===== src/rtl/sw_array_driver.sv =====
// Host-side driver for a linear Smith-Waterman PE array.
// Loads a NUM_PE-base query into the array, streams reference bases into PE0,
// and tracks the best score seen at the last PE. The result is returned with
// its 1-based reference position on a valid/ready port.
module sw_array_driver #(
  parameter int NUM_PE = 16,
  parameter int WIDTH  = 10,
  parameter int POS_W  = 16
) (
  input  logic                    clk,
  input  logic                    rst_n,
  input  logic                    q_valid,
  output logic                    q_ready,
  input  logic [1:0]              q_base,
  input  logic                    ref_valid,
  output logic                    ref_ready,
  input  logic [1:0]              ref_base,
  input  logic                    ref_last,
  output logic [1:0]              arr_S,
  output logic                    arr_store_S,
  output logic [1:0]              arr_T,
  output logic                    arr_init,
  output logic [WIDTH-1:0]        arr_V,
  output logic [WIDTH-1:0]        arr_F,
  input  logic signed [WIDTH-1:0] last_V,
  input  logic                    last_init,
  output logic                    res_valid,
  input  logic                    res_ready,
  output logic signed [WIDTH-1:0] res_score,
  output logic [POS_W-1:0]        res_pos,
  output logic                    res_err
);

  // Query index needs to reach NUM_PE (end of the shift phase).
  localparam int IW = (NUM_PE > 1) ? $clog2(NUM_PE) : 1;
  localparam int SW = $clog2(NUM_PE + 1);
  localparam int DW = $clog2(NUM_PE + 3);
  // An accept at this count brings ref_cnt to its maximum; no further accept fits.
  localparam logic [POS_W-1:0] CNT_LAST = {{(POS_W-1){1'b1}}, 1'b0};

  typedef enum logic [2:0] {
    IDLE,
    LOAD_Q,
    SHIFT_Q,
    STREAM,
    DRAIN,
    DONE
  } state_t;

  state_t                  state;
  logic [1:0]              qbuf [NUM_PE];
  logic [SW-1:0]           qidx;
  logic                    started;
  logic                    err;
  logic [POS_W-1:0]        ref_cnt;
  logic [DW-1:0]           drain_cnt;
  logic [POS_W-1:0]        col_cnt;
  logic [POS_W-1:0]        bpos;
  logic signed [WIDTH-1:0] best;
  logic                    seen_init;

  logic q_acc;
  logic ref_acc;
  logic res_acc;
  logic col_active;
  logic drain_exit;

  assign q_acc      = q_valid & q_ready;
  assign ref_acc    = ref_valid & ref_ready;
  assign res_acc    = res_valid & res_ready;
  assign col_active = (state == STREAM) || (state == DRAIN);
  // Leave on the falling edge of last_init, or on timeout if it never rose.
  assign drain_exit = (seen_init && !last_init) ||
                      (!seen_init && !last_init && (drain_cnt == DW'(NUM_PE + 1)));

  // The array's boundary column is always zero.
  assign arr_V = '0;
  assign arr_F = '0;

  // Control FSM: query load, shift into the array, reference stream, drain, result hold.
  always_ff @(posedge clk or negedge rst_n) begin
    if (!rst_n) begin
      state       <= IDLE;
      q_ready     <= 1'b0;
      ref_ready   <= 1'b0;
      arr_S       <= 2'd0;
      arr_store_S <= 1'b0;
      arr_T       <= 2'd0;
      arr_init    <= 1'b0;
      res_valid   <= 1'b0;
      res_score   <= '0;
      res_pos     <= '0;
      res_err     <= 1'b0;
      qidx        <= '0;
      started     <= 1'b0;
      err         <= 1'b0;
      ref_cnt     <= '0;
      drain_cnt   <= '0;
      for (int i = 0; i < NUM_PE; i++) qbuf[i] <= 2'd0;
    end else begin
      case (state)
        IDLE: begin
          q_ready <= 1'b1;
          if (q_acc) begin
            qbuf[0] <= q_base;
            qidx    <= SW'(1);
            state   <= LOAD_Q;
          end
        end
        LOAD_Q: begin
          if (q_acc) begin
            qbuf[qidx[IW-1:0]] <= q_base;
            if (qidx == SW'(NUM_PE - 1)) begin
              // First shift cycle is presented directly on the transition.
              q_ready     <= 1'b0;
              arr_S       <= qbuf[0];
              arr_store_S <= 1'b1;
              qidx        <= SW'(1);
              state       <= SHIFT_Q;
            end else begin
              qidx <= qidx + 1'b1;
            end
          end
        end
        SHIFT_Q: begin
          arr_store_S <= 1'b0;
          if (qidx == SW'(NUM_PE)) begin
            arr_S     <= 2'd0;
            ref_ready <= 1'b1;
            qidx      <= '0;
            state     <= STREAM;
          end else begin
            arr_S <= qbuf[qidx[IW-1:0]];
            qidx  <= qidx + 1'b1;
          end
        end
        STREAM: begin
          if (ref_acc) begin
            arr_T    <= ref_base;
            arr_init <= 1'b1;
            started  <= 1'b1;
            ref_cnt  <= ref_cnt + 1'b1;
            if (ref_last) begin
              ref_ready <= 1'b0;
              drain_cnt <= '0;
              state     <= DRAIN;
            end else if (ref_cnt == CNT_LAST) begin
              // Counter is full: the next cycle cannot accept and becomes a bubble.
              ref_ready <= 1'b0;
            end
          end else begin
            arr_init <= 1'b0;
            arr_T    <= 2'd0;
            if (started) begin
              // The array cannot stall, so a gap mid-stream aborts the run.
              err       <= 1'b1;
              ref_ready <= 1'b0;
              drain_cnt <= '0;
              state     <= DRAIN;
            end
          end
        end
        DRAIN: begin
          arr_init  <= 1'b0;
          arr_T     <= 2'd0;
          drain_cnt <= drain_cnt + 1'b1;
          if (drain_exit) begin
            res_valid <= 1'b1;
            res_score <= err ? '0 : best;
            res_pos   <= err ? '0 : bpos;
            res_err   <= err;
            state     <= DONE;
          end
        end
        DONE: begin
          if (res_acc) begin
            res_valid <= 1'b0;
            res_score <= '0;
            res_pos   <= '0;
            res_err   <= 1'b0;
            err       <= 1'b0;
            started   <= 1'b0;
            ref_cnt   <= '0;
            drain_cnt <= '0;
            qidx      <= '0;
            for (int i = 0; i < NUM_PE; i++) qbuf[i] <= 2'd0;
            q_ready   <= 1'b1;
            state     <= IDLE;
          end
        end
        default: state <= IDLE;
      endcase
    end
  end

  // Collector: running signed maximum of the last PE's score and where it occurred.
  always_ff @(posedge clk or negedge rst_n) begin
    if (!rst_n) begin
      col_cnt   <= '0;
      bpos      <= '0;
      best      <= '0;
      seen_init <= 1'b0;
    end else if ((state == DONE) && res_acc) begin
      col_cnt   <= '0;
      bpos      <= '0;
      best      <= '0;
      seen_init <= 1'b0;
    end else if (col_active && last_init) begin
      col_cnt   <= col_cnt + 1'b1;
      seen_init <= 1'b1;
      // Strict compare keeps the earliest position on ties.
      if (last_V > best) begin
        best <= last_V;
        bpos <= col_cnt + 1'b1;
      end
    end
  end

endmodule


===== config.mk =====
export PLATFORM = sky130hd
export DESIGN_NAME = sw_array_driver
export DESIGN_NICKNAME = d
export VERILOG_FILES = /design/src/rtl/sw_array_driver.sv
export SDC_FILE = /design/constraint.sdc
export NUM_CORES = 1
export LEC_CHECK = 0
export ABC_AREA = 1
export CORE_ASPECT_RATIO = 0.8
export CORE_MARGIN = 2
export CORE_UTILIZATION = 50
export DETAILED_ROUTE_END_ITERATION = 6
export GPL_TIMING_DRIVEN = 0
export PLACE_DENSITY = 0.72
export SLEW_MARGIN = 40
export SYNTH_ARGS = -nofsm -noshare
export SYNTH_HDL_FRONTEND = slang
export SYNTH_SLANG_ARGS = --single-unit

===== constraint.sdc =====
create_clock -name clk -period 2.2 [get_ports clk]
set_input_delay 0.66 -clock clk [delete_from_list [all_inputs] [get_ports clk]]
set_output_delay 0.66 -clock clk [all_outputs]
set_load 0.05 [all_outputs]

==> flow_summary.json <==
{
  "postPlaceCellArea_mm2": 0.00844,
  "drive_gt1_frac": 0.110,
  "drc": 0,
  "fillers": 1303,
  "cts-hold-fix-buffers": 0,
  "gp_congestion": 0.935,
  "dpl.hpwl_um": 13200,
  "syn_area_mm2": 0.00751,
  "ys_seq_area_frac": 0.473,
  "grt_pass1_wl_um": 31500,
  "grt_use_met3": 0.0550,
  "netlist_instances": 951,
  "finalHoldViolCount": 0,
  "cts_tree": "built",
  "fin_area_mm2": 0.00911,
  "period_minus_slack_ns": 2.14,
  "maxSlewHeadroom": 0.617,
  "maxCapViolCount": 0,
  "multi_input_area_mm2": 0.00325,
  "reg2reg_from": "qidx[0]$_DFFE_PN0P_",
  "endpoint_kind": "register",
  "drtPass1Iterations": 5,
  "fin_setup_tns_ns": 0,
  "cts.htree.levels": 4,
  "async_flop_share": 1.00,
  "seqCellArea_mm2": 0.00356,
  "outcome": "completed",
  "synth_ff_type": "dfrtp_1",
  "timing.critical_path.from_type": "input pin",
  "reg2reg_depth": 10,
  "antenna_found_initial": 0,
  "p_per_area_mw_per_mm2": 1150,
  "finClkSkew_ns": 0.00951,
  "clkTransAtPathRegs_ns": 0.06,
  "port_buffers": 56,
  "yosysWarnings": 0,
  "boundaryPins": 77,
  "worstPathMaxFanout": 10,
  "wl_per_cell_um": 15.0,
  "start_util": 0.505,
  "grt_overflow": 0,
  "hold_class": "in2async",
  "dieHeight_um": 114,
  "cts-root-buf": "clkbuf_16",
  "crit_type": "in2reg",
  "synth_top_area_frac": 0.473,
  "dieArea_mm2": 0.0160,
  "die_x_um": 141,
  "numCtsBuffers": 17,
  "max_stage_delay_ns": 0.42,
  "ir_drop_mv": 0.609,
  "core_area_mm2": 0.0149,
  "numClockSinks": 142,
  "grt_usage": 0.248,
  "num_antenna_cells": 0,
  "grt_pass1_vias": 6291,
  "drt_iter0_markers": 594,
  "num_vias": 6574,
  "worst_pin_slew_ns": 0.575,
  "cpMaxStageDelayCell": "clkdlybuf4s50_1",
  "num_rows": 40,
  "period_share": 0.973,
  "synth_edf_count": 0,
  "synth_area_leaders": "dfrtp_1 (47%), nand2_1 (11%), o21ai_0 (6.6%)",
  "cellLeakagePower_uw": 0.00451,
  "worst_hold_slack_ns": 0.0843,
  "synth_seq_cells": 142,
  "clockBufferDepth": 2,
  "vias_per_cell": 5.25,
  "worstPathRequired_ns": 2.50,
  "wirelength_um": 18800,
  "r2r-end": "arr_S[1]$_DFFE_PN0P_",
  "fmax_mhz": 467,
  "synth_largest_area_cell": "dfrtp_1",
  "ys_types": 39,
  "syn_area_per_cell_um2": 7.90,
  "drtAntennaViolNets": 0,
  "clk_latency_ns": 0.43,
  "met2_usage": 0.371,
  "nNetsFinal": 1094,
  "r2r_setup_slack_ns": 0.18,
  "setup_violations": 0,
  "slew_violations": 0,
  "busiest_layer": "met2",
  "cp_cell_sequence": "clkdlybuf4s50_1 > ha_1 > nand2_1 > nor2_2 > nand3_1 > nand4_1 > nand3_4 > buf_6 > nand3_1 > nand2_1",
  "syn_to_final_growth_pct": 21.3,
  "finalPower_uw": 10400,
  "arrival_ns": 2.44,
  "use_met1": 0.361,
  "grt_max_degree": 57
}
## through the flow
stage	std cells	worst slack (ns)	util
2_1_floorplan	970	0.228	-
3_3_place_gp	1215	-5.29	0.564
3_5_place_dp	1217	-0.441	0.568
4_1_cts	1248	0.00498	0.608
5_1_grt	1252	-0.0695	0.613
6_report	1252	0.0603	0.613
## sequential cells by signal, indices dropped and copies added, names as in the netlist, 2 cells and up
register,flops
qbuf,32
arr_S,2
bpos,16
state,3
res_pos,16
res_score,10
drain_cnt,5
best,10
arr_T,2
qidx,5
ref_cnt,16
col_cnt,16
## cells in the mapped netlist (4+ instances only)
master / instances
a21oi_1: 37
buf_2: 14
buf_4: 21
buf_6: 4
clkbuf_1: 8
dfrtp_1: 142
ha_1: 21
inv_1: 121
inv_2: 5
nand2_1: 220
nand2_2: 6
nand3_1: 87
nand4_1: 6
nor2_1: 77
nor2_4: 4
nor3_1: 5
o211ai_1: 4
o21ai_0: 99
o21ai_1: 19
o22ai_1: 14
xor2_1: 10
## logic make-up (layout without fill, tap and decap cells)
logic type      Yosys count  after routing  share of synthesized area
other cells               1             20                   0.000499
flops                   142            142                      0.473
fa+ha+maj                21             21                     0.0350
buf+inv                 176            269                      0.106
simple gates            418            418                      0.244
xor+xnor                 13             13                     0.0152
compound gates          180            180                      0.127
## what timing repair did
action / CTS / global route
setup endpoints to repair: 49 / 28
gates resized for setup: 39 / 16
pin swaps: 0 / 1
setup buffers: 2 / 4
## critical path, delay by kind of cell
family / cells / cell delay [ns]
adder cells (fa/ha/maj): 1 / 0.35
buffers and inverters: 2 / 0.60
AND/OR/NAND/NOR: 7 / 0.82
## layout by cell type, fill, tap and decap left out, types with 4 or more instances in the layout
| cell type | instances |
|---|---|
| nand3_2 | 4 |
| clkdlybuf4s50_1 | 18 |
| nor2_4 | 4 |
| nand4_1 | 6 |
| bufinv_16 | 4 |
| nor3_1 | 5 |
| a21oi_1 | 36 |
| o21ai_1 | 20 |
| inv_1 | 119 |
| buf_4 | 27 |
| nand3_1 | 86 |
| inv_2 | 5 |
| dfrtp_1 | 140 |
| nand2_2 | 7 |
| o22ai_1 | 14 |
| xor2_1 | 10 |
| buf_6 | 6 |
| buf_2 | 12 |
| o21ai_0 | 98 |
| conb_1 | 20 |
| o211ai_1 | 4 |
| clkinvlp_4 | 4 |
| dlygate4sd2_1 | 36 |
| ha_1 | 21 |
| nand2_1 | 219 |
| nor2_1 | 74 |
| nor2_2 | 5 |
| clkbuf_16 | 17 |
| clkbuf_1 | 7 |
## cell type report
class	count	share of cell area
inverter	128	0.0543
buffer	47	0.0348
sequential	142	0.390
multi-input combinational	652	0.357
tap	189	0.0260
clock inverter	10	0.0177
clock buffer	20	0.0512
timing repair buffer	64	0.0684
## worst max-delay path by stage
| stage | from | depth (start not counted) | end |
|---|---|---|---|
| floorplan | last_V[9] | 9 | best[4]$_DFFE_PN0P_ |
| global placement | rst_n | 1 | qbuf[19]$_DFFE_PN0P_ |
| detailed placement | last_V[9] | 11 | bpos[2]$_DFFE_PN0P_ |
| CTS | qidx[1]$_DFFE_PN0P_ | 11 | state[1]$_DFFE_PN0P_ |
| global route | last_V[9] | 11 | bpos[7]$_DFFE_PN0P_ |
| finish | last_V[9] | 10 | bpos[5]$_DFFE_PN0P_ |
## metal layers
metal,share of wire,vias to the layer above
met5,0,-
met4,0.017,0
met3,0.060,28
met2,0.44,201
met1,0.48,3096
li1,-,3249
## report_power, final
group          switching [uW]  internal (uW)  leakage, uW
logic                    2400           1160      0.00233
clock network            1120           1970     0.000300
registers                 523           3270      0.00188
Note: power is estimated with default switching activity, not from simulation.
